==> src/rtl/scan_pkg.sv <==
// Shared definitions for the scan controller: FSM states, command-to-SEL mapping,
// engine mode encoding and the cell-slice helper.
package scan_pkg;

  typedef enum logic [3:0] {
    IDLE, SEL1, SEL2, SEL3, SEL4, SHIFT, CAPTURE, UPDATE, RUN, WAIT
  } state_t;

  // Which SEL state commits which command when tms=1
  localparam state_t SEL_SHIFT   = SEL1;
  localparam state_t SEL_CAPTURE = SEL2;
  localparam state_t SEL_ENC     = SEL3;
  localparam state_t SEL_DEC     = SEL4;

  localparam logic MODE_ENC = 1'b0;
  localparam logic MODE_DEC = 1'b1;

  function automatic int cell_lsb(input int idx, input int cell_w);
    return idx * cell_w;
  endfunction

endpackage

==> src/rtl/scan_cell_chain.sv <==
// Scan cell chain register: NUM_CELLS cells of CELL_W bits, cell 0 at the LSB (tdo) end.
// Update priority is parallel load, then single-cell write, then serial shift.
module scan_cell_chain
  import scan_pkg::*;
#(
  parameter int CELL_W    = 128,
  parameter int NUM_CELLS = 5
) (
  input  logic                          clk,
  input  logic                          rst,
  input  logic                          shift_en,
  input  logic                          sdi,
  input  logic                          load_en,
  input  logic [CELL_W*NUM_CELLS-1:0]   load_data,
  input  logic                          wr_en,
  input  logic [$clog2(NUM_CELLS)-1:0]  wr_idx,
  input  logic [CELL_W-1:0]             wr_data,
  output logic [CELL_W*NUM_CELLS-1:0]   chain
);

  localparam int TOT_W = CELL_W * NUM_CELLS;
  localparam int IDX_W = $clog2(NUM_CELLS);

  logic [TOT_W-1:0] chain_q;
  logic [TOT_W-1:0] chain_d;
  logic [TOT_W-1:0] wr_vec;

  genvar gi;
  generate
    for (gi = 0; gi < NUM_CELLS; gi++) begin : g_cell
      localparam int LSB = cell_lsb(gi, CELL_W);
      assign wr_vec[LSB +: CELL_W] = (wr_en && (wr_idx == IDX_W'(gi))) ? wr_data
                                                                       : chain_q[LSB +: CELL_W];
    end
  endgenerate

  always_comb begin
    chain_d = chain_q;
    if (load_en) begin
      chain_d = load_data;
    end else if (wr_en) begin
      chain_d = wr_vec;
    end else if (shift_en) begin
      chain_d = {sdi, chain_q[TOT_W-1:1]};
    end
  end

  always_ff @(posedge clk or posedge rst) begin
    if (rst) begin
      chain_q <= '0;
    end else begin
      chain_q <= chain_d;
    end
  end

  assign chain = chain_q;

endmodule

==> src/rtl/scan_ctrl.sv <==
// Boundary-scan controller: TMS-sequenced command FSM, scan chain, update register and
// crypto-engine handshake with timeout. Define SCAN_BYPASS_EN to add the 1-bit bypass path.
module scan_ctrl
  import scan_pkg::*;
#(
  parameter int CELL_W    = 128,
  parameter int NUM_CELLS = 5,
  parameter int TIMEOUT   = 64
) (
  input  logic                          clk,
  input  logic                          trst,
  input  logic                          tms,
  input  logic                          tdi,
`ifdef SCAN_BYPASS_EN
  input  logic                          byp_sel,
`endif
  output logic                          tdo,
  input  logic [CELL_W*NUM_CELLS-1:0]   cap_data,
  output logic [CELL_W*NUM_CELLS-1:0]   upd_data,
  output logic                          upd_valid,
  output logic                          eng_start,
  output logic                          eng_mode,
  output logic [CELL_W-1:0]             eng_operand,
  input  logic                          eng_done,
  input  logic [CELL_W-1:0]             eng_result,
  output logic                          busy,
  output logic                          err
);

  localparam int TOT_W    = CELL_W * NUM_CELLS;
  localparam int CNT_W    = $clog2(TIMEOUT) + 1;
  localparam int IDX_W    = $clog2(NUM_CELLS);
  localparam int LAST_LSB = cell_lsb(NUM_CELLS - 1, CELL_W);

  state_t              state_q, state_d;
  logic                tdo_q, tdo_d;
  logic [TOT_W-1:0]    upd_data_q, upd_data_d;
  logic                upd_valid_q, upd_valid_d;
  logic                mode_q, mode_d;
  logic [CELL_W-1:0]   operand_q, operand_d;
  logic [CNT_W-1:0]    cnt_q, cnt_d;
  logic                err_q, err_d;

  logic                shift_en;
  logic                load_en;
  logic                wr_en;
  logic [IDX_W-1:0]    wr_idx;
  logic [TOT_W-1:0]    chain;

`ifdef SCAN_BYPASS_EN
  logic byp_q, byp_d;
`endif

  scan_cell_chain #(
    .CELL_W    (CELL_W),
    .NUM_CELLS (NUM_CELLS)
  ) u_chain (
    .clk       (clk),
    .rst       (trst),
    .shift_en  (shift_en),
    .sdi       (tdi),
    .load_en   (load_en),
    .load_data (cap_data),
    .wr_en     (wr_en),
    .wr_idx    (wr_idx),
    .wr_data   (eng_result),
    .chain     (chain)
  );

  always_comb begin
    state_d     = state_q;
    tdo_d       = tdo_q;
    upd_data_d  = upd_data_q;
    upd_valid_d = 1'b0;
    mode_d      = mode_q;
    operand_d   = operand_q;
    cnt_d       = cnt_q;
    err_d       = err_q;
    shift_en    = 1'b0;
    load_en     = 1'b0;
    wr_en       = 1'b0;
    wr_idx      = '0;
`ifdef SCAN_BYPASS_EN
    byp_d       = byp_q;
`endif
    case (state_q)
      IDLE:        if (tms) state_d = SEL1;
      SEL_SHIFT:   state_d = tms ? SHIFT : SEL2;
      SEL_CAPTURE: state_d = tms ? CAPTURE : SEL3;
      // The operand is taken at commit so it is already stable during RUN
      SEL_ENC: begin
        if (tms) begin
          state_d   = RUN;
          mode_d    = MODE_ENC;
          operand_d = chain[CELL_W-1:0];
        end else begin
          state_d = SEL4;
        end
      end
      SEL_DEC: begin
        if (tms) begin
          state_d   = RUN;
          mode_d    = MODE_DEC;
          operand_d = chain[LAST_LSB +: CELL_W];
        end else begin
          state_d = UPDATE;
        end
      end
      SHIFT: begin
`ifdef SCAN_BYPASS_EN
        if (byp_sel) begin
          tdo_d = byp_q;
          byp_d = tdi;
        end else begin
          tdo_d    = chain[0];
          shift_en = 1'b1;
        end
`else
        tdo_d    = chain[0];
        shift_en = 1'b1;
`endif
        state_d = tms ? SHIFT : IDLE;
      end
      CAPTURE: begin
        load_en = 1'b1;
        state_d = IDLE;
      end
      UPDATE: begin
        upd_data_d  = chain;
        upd_valid_d = 1'b1;
        state_d     = IDLE;
      end
      RUN: begin
        err_d   = 1'b0;
        cnt_d   = '0;
        state_d = WAIT;
      end
      WAIT: begin
        // Done has priority over the timeout on the same cycle
        if (eng_done) begin
          wr_en   = 1'b1;
          wr_idx  = (mode_q == MODE_DEC) ? IDX_W'(NUM_CELLS - 1) : '0;
          state_d = IDLE;
        end else if (cnt_q == CNT_W'(TIMEOUT - 1)) begin
          err_d   = 1'b1;
          state_d = IDLE;
        end else begin
          cnt_d = cnt_q + CNT_W'(1);
        end
      end
      default: state_d = IDLE;
    endcase
  end

  always_ff @(posedge clk or posedge trst) begin
    if (trst) begin
      state_q     <= IDLE;
      tdo_q       <= 1'b0;
      upd_data_q  <= '0;
      upd_valid_q <= 1'b0;
      mode_q      <= MODE_ENC;
      operand_q   <= '0;
      cnt_q       <= '0;
      err_q       <= 1'b0;
    end else begin
      state_q     <= state_d;
      tdo_q       <= tdo_d;
      upd_data_q  <= upd_data_d;
      upd_valid_q <= upd_valid_d;
      mode_q      <= mode_d;
      operand_q   <= operand_d;
      cnt_q       <= cnt_d;
      err_q       <= err_d;
    end
  end

`ifdef SCAN_BYPASS_EN
  always_ff @(posedge clk or posedge trst) begin
    if (trst) begin
      byp_q <= 1'b0;
    end else begin
      byp_q <= byp_d;
    end
  end
`endif

  assign tdo         = tdo_q;
  assign upd_data    = upd_data_q;
  assign upd_valid   = upd_valid_q;
  assign eng_start   = (state_q == RUN);
  assign eng_mode    = mode_q;
  assign eng_operand = operand_q;
  assign busy        = (state_q == RUN) || (state_q == WAIT);
  assign err         = err_q;

endmodule
==> config.mk <==
export PLATFORM = sky130hd
export DESIGN_NAME = scan_ctrl
export DESIGN_NICKNAME = d
export VERILOG_FILES = /design/src/rtl/scan_pkg.sv /design/src/rtl/scan_cell_chain.sv /design/src/rtl/scan_ctrl.sv
export SDC_FILE = /design/constraint.sdc
export NUM_CORES = 2
export LEC_CHECK = 0
export BUFFER_PORTS_ARGS = -buffer_cell sky130_fd_sc_hd__buf_2
export CAP_MARGIN = 20
export CORE_AREA = 5 5 596 598
export CTS_BUF_LIST = sky130_fd_sc_hd__clkbuf_8
export DETAILED_ROUTE_END_ITERATION = 7
export DIE_AREA = 0 0 601 603
export PLACE_DENSITY = 0.45
export SLEW_MARGIN = 10
export SYNTH_ARGS = -nofsm -noshare
export SYNTH_HDL_FRONTEND = slang
export SYNTH_HIERARCHICAL = 1
export SYNTH_SLANG_ARGS = --single-unit
==> constraint.sdc <==
create_clock -name clk -period 30.6 [get_ports clk]
set_input_delay 6.12 -clock clk [delete_from_list [all_inputs] [get_ports clk]]
set_output_delay 6.12 -clock clk [all_outputs]
set_load 0.05 [all_outputs]
* After elaboration in Yosys (flattened, before gate mapping)
Index checks and enable logic that the tools add are counted.
Cells by class: equal/unequal tests 26, add/subtract/negate cells 1, reduce and logical (&&, ||, !) cells 20, mux-type cells 37
Operators with widths (number):
- $mux W640 | 3
- $mux W128 | 7
- $pmux W128 S2 | 1
- $pmux W4 S8 | 1
- $mux W4 | 5
- $mux W3 | 6
- $ne A3 B3 Y1 const B | 6
- $eq A4 B3 Y1 const B | 4
- $mux W7 | 2
- $pmux W7 S2 | 1
- $ne A2 B2 Y1 const B | 6
- $reduce_and A2 Y1 | 6
- $mux W1 | 9
- $reduce_and A3 Y1 | 3
- $eq A4 B2 Y1 const B | 2
- $eq A4 B4 Y1 const B | 2
- $add A7 B1 Y7 const B | 1
- $eq A7 B6 Y1 const B | 1
- $eq A3 B2 Y1 const B | 2
- $logic_and A1 B1 Y1 | 5
- $eq A4 B1 Y1 const B | 1
- $logic_not A4 Y1 | 1
- $pmux W1 S2 | 2
- $reduce_bool A2 Y1 | 2
- 5 further kinds | 5
Storage, ports and cells: flip-flop bits (word level) 1423

* Longest topological paths before layout
depth after elaboration 8, gate-level depth with buffers 12, gate-level depth less buffers 7

* Hierarchy
The synthesis kept the hierarchy.
By module, submodules not included:
- scan_cell_chain | instances 1, cells an instance 3496, area an instance 36704.0 sq um, sequential area each 16015.4 sq um
- scan_ctrl | instances 1, cells an instance 3356, area an instance 30875.9 sq um, sequential area each 19593.8 sq um

* Worst setup path after synthesis
No wires, ideal clock.
path type register -> output, from register state_q[2], to output port eng_start, path buffers 2, path slack 22775 ps, stages on the path, launching flop included 5, arrival 1705 ps, cells stage by stage dfrtp_1 buf_4 or3b_1 clkbuf_1 nor2_1
On the way: word-level cells in the longest chain between the ends 1
RTL lines:
- start, declared | RTL line scan_ctrl.sv:35 | state_t state_q, state_d;
- start signal, assigned | RTL line scan_ctrl.sv:166 | state_q <= state_d;
- $eq A4 B4 Y1 | RTL line scan_ctrl.sv:190 | assign eng_start = (state_q == RUN);
- end, declared | RTL line scan_ctrl.sv:21 | output logic eng_start,
Every way passes these cells.

* Worst setup path in the final report
from input port eng_done, to register u_chain.chain_q[201], in the netlist u_chain/chain[201]
On the way: elaborated cells on any way between the ends 11
RTL lines:
- start, declared | RTL line scan_ctrl.sv:24 | input logic eng_done,
- $mux W1 * | RTL line scan_ctrl.sv:140 | if (eng_done) begin
- $mux W1 * | RTL line scan_ctrl.sv:86 | case (state_q)
- via wr_en | RTL line scan_ctrl.sv:46 | logic wr_en;
- $logic_and A1 B1 Y1 | RTL line scan_cell_chain.sv:32 | assign wr_vec[LSB +: CELL_W] = (wr_en && (wr_idx == IDX_W'(gi))) ? wr_data
- $ne A3 B3 Y1 (no line)
- $reduce_and A2 Y1 (no line)
- end signal, assigned | RTL line scan_cell_chain.sv:52 | chain_q <= chain_d;
- end, declared | RTL line scan_cell_chain.sv:24 | logic [TOT_W-1:0] chain_q;
Mark *: on every way through the listed nets, which the timed path passes. The rest lies on a longest branch. A chain may end at the register's enable or synchronous reset.

==> out/qor.txt <==
outcome - completed
slew margin rel. - 26.88%
initial antenna violation count - 120
post-synthesis cell area - 67580 um2
clock root cell - clkbuf_8
final setup vio count - 0
RSZ-0062 raised after global routing - false
Hold/Removal Path Class - reg2reg
CTS H-tree lvls - 5
hold buffer count at cts - 0
global-route wire length before repair - 482200 um
final WL - 345400 um
Worst Setup Start Kind - input port
vias in the first global route - 60349
Distinct cells, synth - 51
Crit path required time - 31.40 ns
gr usage total - 18.17%
Worst Setup Path Type - in2reg
Residual DRC - 0
endpoint type of the worst setup path - register
Synth area leaders - dfrtp_1, nand2_1, mux2i_1
area grow syn2layout - 26.13%
final worst slack - 18.93 ns
Tightest Pin Transition - 1.097 ns
Congestion Overflow GR - 0
fillers - 38241
die footprint - 362400 um2
asr flop ratio synth - 100.0%
total number of vias - 58522
Syn Inst Count - 6852
sequential cell area - 35610 um2
Initial DRT Pass Iterations - 6
synth cell count leaders - nand2_1, dfrtp_1, mux2i_1
period utilization - 38.14%
Avg WL per Cell - 26.13 um
Leak Pwr - 41.70 nW
I/O pins - 1547
sequential power share - 37.3%
area taken by multi-input logic gates - 29480 um2
postcts setup bufs - 0
final RePlAce weighted congestion - 0.9021
antenna-violating nets left - 0
Fin. Hold Viols - 0
row count - 217
layout cells sized above 1 - 30.45%
Clock Sinks - 1423
synth warn - 6
internal power - 0.004606 W
port buffer count - 1546
Peak Freq - 0.08569 GHz
total net switching power - 0.003681 W
routed vias/inst - 4.426
Non-Filler Instances - 13222
maximum VDD drop - 0.04615 mV
dpl ws - 18.15 ns
final hold slack - 0.4640 ns
synthesized flop and latch total - 1423
# nets final - 9086
clk_skew - 0.06051 ns
CTS max path bufs - 4
largest net degree at the start of global routing - 150
clock buffer count from CTS - 279
area leader, netlist - dfrtp_1
switching portion of total power - 44.42%
max-cap violations - 0
Combinational Power Share - 38.8%
total core area - 348600 um2
DR iter-0 viols - 4841
Die Width - 601 um
clock latency on the worst-skew pair - 0.96 ns
worst path arrival time - 12.47 ns
power share of the clock group - 23.9%
Initial Utilization - 19.38%
post-cts sizing count - 0
Final Critical Period - 11.67 ns
TritonCTS clock tree - yes
Synth top area share - 52.69%
crit-path max FO - 58
PD cells - 97.22 nW/um2
fin. max-slew vios - 0
Reg clk slew, reported paths - 0.06 ns
syn_area_per_cell - 9.863 um2
DP HPWL - 264500 um
post-synthesis sequential area ratio - 52.69%
most frequent cell after synthesis - nand2_1
top_reg_cell synth - dfrtp_1
TNS Setup - 0 ns
placed cell count - 12630
height of the die - 603 um
number of enable flip-flop cells after synthesis - 0
-- path summary, 6_finish.rpt --
check / start / end / slack, ns / cells past startpoint
worst max register to register: state_q[1] / u_chain/chain[201] / 22.89 / 12
max in group asynchronous: trst / upd_data[10] / 20.77 / 7
worst max-delay path: eng_done / u_chain/chain[201] / 18.93 / 11
min in group asynchronous: trst / u_chain/chain[462] / 5.21 / 2
worst min-delay path: u_chain/chain[265] / upd_data[265] / 0.46 / 2
worst min register to register: u_chain/chain[265] / upd_data[265] / 0.46 / 2
-- metrics by stage --
step                cell area [um2]  util, %  power (W)
floorplan                     67610        -   0.005203
global placement              79400    22.78   0.006303
detailed placement            79400    22.78   0.006354
CTS                           84980    24.38   0.008386
global route                  85200    24.44   0.008724
finish                        85240    24.45   0.008287
-- cells by family (layout without fill, tap and decap cells) --
| kind of cell | after synthesis | in the layout | synth area share, % |
|---|---|---|---|
| buffers and inverters | 481 | 2141 | 3.834 |
| muxes | 1410 | 1410 | 22.07 |
| other | 1 | 112 | 0.005549 |
| and+or+nand+nor | 2738 | 2738 | 15.36 |
| AOI/OAI and AO/OA | 797 | 797 | 6.006 |
| DFF | 1423 | 1423 | 52.69 |
| adders and majority gates | 1 | 1 | 0.01851 |
| xor gates and xnor gates | 1 | 1 | 0.01296 |
-- worst max-delay path: stages --
cell     delay, ns
buf_2         0.13
and3_4        0.76
buf_4         0.61
buf_4         0.77
buf_4         0.77
buf_4         0.59
buf_4         0.68
buf_4         0.90
mux2i_1       0.26
o21ai_0       0.10
mux2_2        0.32
-- flip-flops by register name, indices dropped and copies added (netlist names) --
register,count
eng_operand,128
u_chain/chain,640
err,1
upd_valid,1
tdo,1
upd_data,640
cnt_q,7
eng_mode,1
state_q,4
-- cell type report --
| cell class | instances | share of cell area [%] |
|---|---|---|
| inverter | 8 | 0.06165 |
| clock inverter | 148 | 1.058 |
| antenna | 104 | 0.3053 |
| tap | 4599 | 6.751 |
| clock buffer | 340 | 5.490 |
| sequential | 1423 | 41.77 |
| multi-input combinational | 4955 | 34.58 |
| timing repair buffer | 1645 | 9.978 |
-- per-layer routing --
layer | GRT usage, % | vias to the layer above | part of all wire (%)
li1 | - | 25858 | -
met1 | 21.71 | 29778 | 39
met2 | 30.92 | 2203 | 49
met3 | 3.847 | 633 | 6.0
met4 | 9.011 | 50 | 5.6
met5 | 0 | - | 0.089
-- power groups by stage --
stage                     Combinational, W  Clock [W]  Sequential [W]
after floorplan                    0.00155          0         0.00365
after global placement             0.00320          0         0.00310
after detailed placement           0.00323          0         0.00312
after CTS                          0.00324    0.00205         0.00310
after global routing               0.00343    0.00213         0.00317
final                              0.00321    0.00198         0.00309
-- placed cells by master (no fill, tap or decap), types with 2 or more instances in the layout --
cell type	instances
a21oi_1	3
inv_1	101
buf_12	2
nand2b_1	5
buf_4	97
mux2_2	543
o211ai_1	3
inv_6	9
inv_2	3
clkbuf_8	340
dfrtp_1	1423
nand2_1	2697
mux2i_1	768
clkinv_8	7
clkinv_2	19
and3_4	2
and2_1	2
clkinvlp_4	5
inv_8	5
nand4_1	2
nor2_1	10
bufinv_16	5
mux2_1	99
conb_1	8
diode_2	104
buf_2	1546
o21ai_0	648
o311ai_4	3
nand3_1	6
inv_12	2
o21ai_1	128
nor3b_1	2
No activity file was read; power rests on OpenSTA's default activity.
